[src/rtl/debounce_sync.sv]
// Per-bit two-flop synchroniser followed by a 4-state qualify FSM per channel.
// A level change reaches y only after it has been stable for CNT_MAX cycles.
module debounce_sync #(
    parameter int WIDTH   = 1,
    parameter int CNT_MAX = 1_000_000
) (
    input  logic             clk,
    input  logic             rstn,
    input  logic [WIDTH-1:0] x,
    output logic [WIDTH-1:0] y,
    output logic [WIDTH-1:0] busy
);

    localparam int CNT_W = $clog2(CNT_MAX + 1);
    localparam logic [CNT_W-1:0] CNT_LAST = CNT_W'(CNT_MAX - 1);

    localparam logic [1:0] STABLE0 = 2'd0;
    localparam logic [1:0] TRY1    = 2'd1;
    localparam logic [1:0] STABLE1 = 2'd2;
    localparam logic [1:0] TRY0    = 2'd3;

    logic [WIDTH-1:0] s1;
    logic [WIDTH-1:0] s;

    // Plain flop chain: nothing may sit between the two stages.
    always_ff @(posedge clk) begin
        if (!rstn) begin
            s1 <= '0;
            s  <= '0;
        end else begin
            s1 <= x;
            s  <= s1;
        end
    end

    for (genvar i = 0; i < WIDTH; i++) begin : g_chan
        logic [1:0]       state;
        logic [CNT_W-1:0] cnt;
        logic             y_q;
        logic             busy_q;

        always_ff @(posedge clk) begin
            if (!rstn) begin
                state  <= STABLE0;
                cnt    <= '0;
                y_q    <= 1'b0;
                busy_q <= 1'b0;
            end else begin
                case (state)
                    STABLE0: begin
                        if (s[i]) begin
                            state  <= TRY1;
                            cnt    <= '0;
                            busy_q <= 1'b1;
                        end
                    end
                    TRY1: begin
                        if (!s[i]) begin
                            state  <= STABLE0;
                            busy_q <= 1'b0;
                        end else if (cnt == CNT_LAST) begin
                            state  <= STABLE1;
                            y_q    <= 1'b1;
                            busy_q <= 1'b0;
                        end else begin
                            cnt <= cnt + CNT_W'(1);
                        end
                    end
                    STABLE1: begin
                        if (!s[i]) begin
                            state  <= TRY0;
                            cnt    <= '0;
                            busy_q <= 1'b1;
                        end
                    end
                    TRY0: begin
                        if (s[i]) begin
                            state  <= STABLE1;
                            busy_q <= 1'b0;
                        end else if (cnt == CNT_LAST) begin
                            state  <= STABLE0;
                            y_q    <= 1'b0;
                            busy_q <= 1'b0;
                        end else begin
                            cnt <= cnt + CNT_W'(1);
                        end
                    end
                    default: begin
                        state  <= STABLE0;
                        cnt    <= '0;
                        y_q    <= 1'b0;
                        busy_q <= 1'b0;
                    end
                endcase
            end
        end

        // The counter saturates at the completion value; it must never run past it.
        a_cnt_bound: assert property (@(posedge clk) disable iff (!rstn) cnt <= CNT_LAST);

        assign y[i]    = y_q;
        assign busy[i] = busy_q;
    end

endmodule

[config.mk]
export PLATFORM = sky130hd
export DESIGN_NAME = debounce_sync
export DESIGN_NICKNAME = d
export VERILOG_FILES = /design/src/rtl/debounce_sync.sv
export SDC_FILE = /design/constraint.sdc
export NUM_CORES = 1
export LEC_CHECK = 0
export ABC_AREA = 1
export BUFFER_PORTS_ARGS = -buffer_cell sky130_fd_sc_hd__buf_2
export CORE_MARGIN = 5
export CORE_UTILIZATION = 50
export CTS_BUF_LIST = sky130_fd_sc_hd__clkbuf_2 sky130_fd_sc_hd__clkbuf_4 sky130_fd_sc_hd__clkbuf_8
export DETAILED_ROUTE_END_ITERATION = 10
export HOLD_SLACK_MARGIN = 0.15
export PLACE_DENSITY = 0.69
export SETUP_SLACK_MARGIN = 0.5
export SYNTH_ARGS = -nofsm -noshare
export SYNTH_HDL_FRONTEND = slang
export SYNTH_SLANG_ARGS = --single-unit
[constraint.sdc]
create_clock -name clk -period 1.7 [get_ports clk]
set_clock_uncertainty 0.15 [all_clocks]
set_input_delay 0.425 -clock clk [delete_from_list [all_inputs] [get_ports clk]]
set_output_delay 0.425 -clock clk [all_outputs]
set_load 0.1 [all_outputs]
==> key figures, run 1 <==
Status
  – Status: finished clean

Critical path
  – CP startpoint: g_chan[0].cnt[0]
  – Crit path capture type: register
  – Crit-path max FO: 3
  – Worst Path Arrival: 1740 ps
  – CP most frequent cell: nor2_4
  – RR Startpoint: g_chan[0].cnt[0]
  – CP Cell Sequence: ha_4 -> nand2_4 -> buf_6 -> nor2_4 -> nand2_2 -> nor2_4 -> inv_2 -> nor2_4 -> nand2_2 -> nand3_2 -> o21ai_1
  – WS Path Type: reg -> reg
  – CP required: 1790 ps
  – Startpoint Class: register
  – Max incr delay on CP: 380 ps
  – Crit-path slowest cell: dfxtp_2

Final layout
  – N_diodes: 0
  – P&R area growth vs syn: 34.7%
  – Layout cells sized above 1: 0.362
  – Most frequent cells in the layout: nand2_1, nor2_1, inv_1, buf_4, nand3_1
  – Most common cell after layout, fill and taps aside: nand2_1
  – Nets: 276
  – Util after Layout: 0.685

Synth
  – Part of the Yosys area used for sequential elements: 0.344
  – Synth top area share: 0.344
  – Mapped Area: 1520 sq um
  – Seq cells post-synth: 26
  – Synth area leaders: dfxtp_1, nand2_1, nand3_1
  – Synth warnings: 0
  – Area leader, netlist: dfxtp_1
  – Netlist cell types: 26
  – Mapped Avg Cell Area: about 6.3 sq um
  – Syn_nets: 245
  – Synthesized instance count: 241

Timing
  – Hold Fails Final Rpt: 0
  – Slew Limit Fails: 0
  – Slew headroom: 0.809
  – Final setup viols: 0
  – Fmax achieved: 0.604 GHz
  – Measured slew at the worst slew-check pin: 285 ps
  – RSZ-0062 raised after global routing: true
  – Period Utilization, post-route: 0.974
  – Min Tclk post-route: 1660 ps
  – Setup TNS Final: 0 ps

Clock tree
  – H-tree depth: 1
  – CTS max path bufs: 2
  – Clk Latency, worst-skew pair: around 330 ps
  – CTS tree: built
  – Clk root buf: clkbuf_4
  – Clk sink count: 26
  – Reg clk slew, reported paths: 150 ps
  – Total CTS buffers: 3

Routing
  – Via density per instance: 5.31
  – Total Wirelength: roughly 3800 um
  – Final antenna-violating net count: 0
  – Iter 0 DRT Violations: 66
  – Routed vias: 1615
  – Drt pass-1 iters: 4
  – Routed len/inst: between 10 and 15 um
  – DRC Markers: 0

Global routing
  – GRT Overall Usage: 0.197
  – Vias in the first global route: about 1500
  – Total grt overflow: 0
  – Antenna violations before repair: 0
  – Pin count of the biggest net entering global routing: 16
  – First-pass GRT wire length: 6710 um

Floorplanning
  – Die area: between 4000 and 5000 sq um
  – Die W: about 65 um
  – Row cnt: 20
  – Die span in y: between 60 and 70 um
  – Core area: between 2000 and 3000 sq um
  – Top Ports: 5
  – Starting Density: 0.509

Min path
  – Min-delay src: s1
  – HP Class: reg -> reg

Placed design
  – DP HPWL: between 2000 and 3000 um
  – PortBufs: 4
  – Routability cong.: 0.859

Pwr
  – Leakage: 0.838 nW
  – Worst VDD drop: 419 uV
  – Pwr Density: 548 nW/um^2

Job
  – Max Cap Violations: 0
## sequential cells by signal, summed over array words and instances (netlist names), named ones only
name	cells
s	1
y	1
s1	1
g_chan.cnt	20
g_chan.state	1
busy	1
## critical path: cells and delay by family (launching register included)
| kind | cells | cell delay (ps) |
|---|---|---|
| adder cells (fa/ha/maj) | 1 | 150 |
| flip-flops | 1 | 380 |
| AND/OR/NAND/NOR | 7 | 640 |
| buffers and inverters | 2 | 170 |
| AO/OA/AOI/OAI | 1 | 60 |
## stage by stage
stage | area, sq um | hold WS (ps) | total power [W] | setup slack (ps) | cells
after floorplan | 1580 | 240 | 0.000669 | 203 | 241
after CTS | 1930 | 280 | 0.00113 | 60.8 | 303
final | 2040 | 278 | 0.00112 | 43.6 | 304
after detailed placement | 1770 | 252 | 0.000685 | -9.14 | 295
after global routing | 2040 | 329 | 0.00117 | -46.3 | 304
after global placement | 1770 | 245 | 0.000685 | 43.2 | 295
## worst paths after layout
path                                           to  slack, ps  depth (start not counted)
worst max-delay path            g_chan[0].cnt[18]         40                         11
worst min-delay path                            s        280                          2
worst max register to register  g_chan[0].cnt[18]         40                         11
worst min register to register                  s        280                          2
## cells in the mapped netlist, drive strengths merged
master / count
nand2: 73
inv: 30
buf: 4
a21oi: 18
ha: 1
xor2: 2
nor3: 4
o21bai: 1
clkbuf: 2
or2: 2
nor2: 36
nand3: 28
nand4: 3
dfxtp: 26
o21ai: 11
## per-layer routing
| metal | up-vias | part of all wire | GRT usage |
|---|---|---|---|
| met2 | 28 | 0.47 | 0.326 |
| met4 | 0 | 0.015 | 0.0518 |
| met3 | 6 | 0.031 | 0.0260 |
| met5 | - | 0 | 0 |
| li1 | 827 | - | - |
| met1 | 754 | 0.48 | 0.269 |
## timing repair
action | 4_1_cts | 5_1_grt
endpoints found under the setup margin | 26 | 26
buffers inserted | 3 | 1
hold buffers | 1 | 0
pin swaps | 5 | 10
resized for setup | 17 | 34
endpoints found under the hold margin | 1 | 0
## cells by family after synthesis
kind of cell,count (synthesis),share of synthesized area
xor+xnor,2,0.0116
compound gates,30,0.106
simple gates,146,0.433
flops,26,0.344
buf+inv,36,0.0983
fa+ha+maj,1,0.00826
## cell type report
class / instances / area, sq um
Clock buffer: 3 / 22.5
Clock inverter: 1 / 30.0
Fill cell: 243 / 937
Inverter: 30 / 115
Multi-Input combinational cell: 179 / 1010
Sequential cell: 26 / 539
Tap cell: 33 / 41.3
Timing Repair Buffer: 32 / 278
## power breakdown
part	leakage, nW	switching (W)	internal (W)	total (W)
Combinational	0.594	0.0000475	0.0000243	0.0000718
Clock	0.0279	0.000194	0.000238	0.000432
Sequential	0.216	0.00000277	0.000611	0.000614
No activity file was read; power rests on OpenSTA's default activity.
==> inputs of run 2 (changes only) <==
--- a/config.mk
+++ b/config.mk
@@ -8,11 +8,11 @@
 export ABC_AREA = 1
 export BUFFER_PORTS_ARGS = -buffer_cell sky130_fd_sc_hd__buf_2
 export CORE_MARGIN = 5
-export CORE_UTILIZATION = 50
+export CORE_UTILIZATION = 55
 export CTS_BUF_LIST = sky130_fd_sc_hd__clkbuf_2 sky130_fd_sc_hd__clkbuf_4 sky130_fd_sc_hd__clkbuf_8
 export DETAILED_ROUTE_END_ITERATION = 10
 export HOLD_SLACK_MARGIN = 0.15
-export PLACE_DENSITY = 0.69
+export PLACE_DENSITY = 0.75
 export SETUP_SLACK_MARGIN = 0.5
 export SYNTH_ARGS = -nofsm -noshare
 export SYNTH_HDL_FRONTEND = slang
==> run 2 against run 1 <==
Effect of this change:
- setup slack got worse by 34 ps
- utilization increased by 9.6 points
- highest routed layer unchanged
- register-to-register slack worse by 30 ps
- sequential cell count unchanged
==> key figures, run 2 (same netlist as run 1, synthesis figures left out) <==
Status
  – Status: finished clean (unchanged)

Critical path
  – Crit-path max FO: 4 (was 3)
  – Max incr delay on CP: 380 ps (about the same)
  – CP required: 1810 ps (was 1790 ps)
  – Worst Path Arrival: 1800 ps (was 1740 ps)
  – Crit-path slowest cell: dfxtp_4 (was dfxtp_2)
  – Crit path capture type: register (unchanged)
  – CP Cell Sequence: ha_4 -> nand2_4 -> buf_6 -> nor2_4 -> buf_6 -> buf_4 -> nand3_1 -> nand2_1 -> nor2_1 -> nand3_1 -> a21oi_2 (was ha_4 -> nand2_4 -> buf_6 -> nor2_4 -> nand2_2 -> nor2_4 -> inv_2 -> nor2_4 -> nand2_2 -> nand3_2 -> o21ai_1)
  – WS Path Type: reg -> reg (unchanged)
  – Startpoint Class: register (unchanged)

Clock tree
  – Clk sink count: 26 (unchanged)
  – Clk root buf: clkbuf_4 (unchanged)
  – H-tree depth: 1 (unchanged)
  – Clk Latency, worst-skew pair: 310 ps (was 330 ps)
  – Reg clk slew, reported paths: 150 ps (about the same)
  – CTS tree: built (unchanged)
  – CTS max path bufs: 2 (unchanged)
  – Total CTS buffers: 3 (unchanged)

Routing
  – Routed len/inst: 13.4 um (was 12.5 um)
  – Routed vias: 1635 (was 1615)
  – Via density per instance: 5.34 (was 5.31)
  – Drt pass-1 iters: 4 (unchanged)
  – Total Wirelength: 4110 um (was 3810 um)
  – Iter 0 DRT Violations: 130 (was 66)
  – Final antenna-violating net count: 0 (unchanged)
  – DRC Markers: 0 (unchanged)

Final layout
  – Multi-input logic area: 1020 sq um (was 1010 sq um)
  – Util after Layout: 0.781 (was 0.685)
  – Fill cell count: 202 (was 243)
  – P&R area growth vs syn: 38.5% (was 34.7%)
  – N_diodes: 0 (unchanged)
  – Number of flip-flops under the largest register name: 20 (unchanged)
  – Layout cells sized above 1: 0.396 (was 0.362)
  – Nets: 280 (was 276)
  – Most frequent cells in the layout: nand2_1, nor2_1, inv_1 (was nand2_1, nor2_1, inv_1, buf_4, nand3_1)
  – Most common cell after layout, fill and taps aside: nand2_1 (unchanged)
  – Largest register by flop count: g_chan.cnt (unchanged)
  – Seq. cell area: 549 sq um (was 539 sq um)

Floorplanning
  – Die area: 3900 sq um (was 4230 sq um)
  – Row cnt: 19 (was 20)
  – Die W: 62.5 um (was 65.1 um)
  – Starting Density: 0.564 (was 0.509)
  – Core area: 2690 sq um (was 2980 sq um)
  – Die span in y: 62.5 um (was 65.1 um)
  – Top Ports: 5 (unchanged)

Pwr
  – Worst VDD drop: 559 uV (was 419 uV)
  – Clock share of power: 0.281 (was 0.387)
  – P_int: 0.000728 W (was 0.000874 W)
  – Switching power: 0.000244 W (about the same)
  – Switch share: 0.251 (was 0.218)
  – Comb power frac: 0.090 (was 0.064)
  – Leakage: 0.845 nW (was 0.838 nW)
  – Pwr Density: 463 nW/um^2 (was 548 nW/um^2)
  – Sequential Power Share: 0.629 (was 0.549)
  – Total power: 0.000972 W (was 0.00112 W)

Timing
  – Fmax achieved: 0.592 GHz (was 0.604 GHz)
  – Measured slew at the worst slew-check pin: 275 ps (was 285 ps)
  – Min Tclk post-route: 1690 ps (was 1660 ps)
  – Period Utilization, post-route: 0.994 (was 0.974)
  – Slew Limit Fails: 0 (unchanged)
  – Slew headroom: 0.817 (was 0.809)
  – RSZ-0062 raised after global routing: true (unchanged)
  – Final setup viols: 0 (unchanged)
  – Hold Fails Final Rpt: 0 (unchanged)
  – Final worst setup slack: 9.54 ps (was 43.6 ps)

Global routing
  – First-pass GRT wire length: 6630 um (was 6710 um)
  – GRT Overall Usage: 0.203 (was 0.197)
  – Pin count of the biggest net entering global routing: 16 (unchanged)
  – Routing usage on met2: 0.347 (was 0.326)
  – Antenna violations before repair: 0 (unchanged)
  – Total grt overflow: 0 (unchanged)
  – Met1 usage: 0.279 (was 0.269)
  – Grt met3 use: 0.0234 (was 0.0260)
  – Layer with the highest usage: met2 (unchanged)
  – Vias in the first global route: 1425 (was 1503)

Placed design
  – Routability cong.: 0.863 (was 0.859)
  – Pre-CTS WS: -58.3 ps (was -9.14 ps)
  – DP HPWL: 2660 um (was 2780 um)
  – PortBufs: 4 (unchanged)

Job
  – Max Cap Violations: 0 (unchanged)

Min path
  – HP Class: reg -> reg (unchanged)
==> run 2: cell type report <==
| type | instances | area share |
|---|---|---|
| Multi-Input combinational cell | 179 | 0.485 |
| Sequential cell | 26 | 0.262 |
| Timing Repair Buffer | 36 | 0.166 |
| Inverter | 30 | 0.0561 |
| Tap cell | 31 | 0.0185 |
| Clock buffer | 3 | 0.0107 |
| Clock inverter | 1 | 0.00179 |
==> run 2: stage by stage <==
step	hold WS (ps)	cells	TNS, ps	cell area, sq um
after floorplan	240	241	0	1580
after global placement	260	286	0	1720
after detailed placement	259	286	-70.6	1720
after CTS	288	300	0	1950
after global routing	294	306	-585	2100
final	289	306	0	2100
==> run 2: worst max-delay path: cells and delay by family, from the launching register on <==
kind / cells / cell delay [ps]
AO/OA/AOI/OAI: 1 / 130
adder cells (fa/ha/maj): 1 / 160
buffers and inverters: 3 / 340
flip-flops: 1 / 380
AND/OR/NAND/NOR: 6 / 470
==> run 2: routing by layer <==
layer	part of all wire	up-vias
met3	0.057	6
met4	0.0090	0
li1	-	833
met1	0.45	742
met5	0	-
met2	0.49	54
==> run 2: path summary, 6_finish.rpt <==
path / to / depth (start not counted) / start / slack [ps]
setup / recovery: g_chan[0].cnt[8] / 11 / g_chan[0].cnt[0] / 10
hold / removal: s / 2 / s1 / 290
setup reg to reg: g_chan[0].cnt[8] / 11 / g_chan[0].cnt[0] / 10
hold reg to reg: s / 2 / s1 / 290
==> run 2: power groups by stage <==
stage | clock network, W | logic [W] | registers [W]
after detailed placement | 0 | 0.0000545 | 0.000627
final | 0.000273 | 0.0000875 | 0.000611
after global routing | 0.000314 | 0.0000942 | 0.000612
after global placement | 0 | 0.0000556 | 0.000627
after CTS | 0.000273 | 0.0000765 | 0.000613
after floorplan | 0 | 0.0000334 | 0.000635
==> run 2: what timing repair did <==
item / CTS / global route
gates resized for setup: 36 / 32
hold endpoints to repair: 1 / 0
setup buffers: 9 / 6
pin swaps: 7 / 16
hold buffers: 1 / 0
setup endpoints to repair: 26 / 26
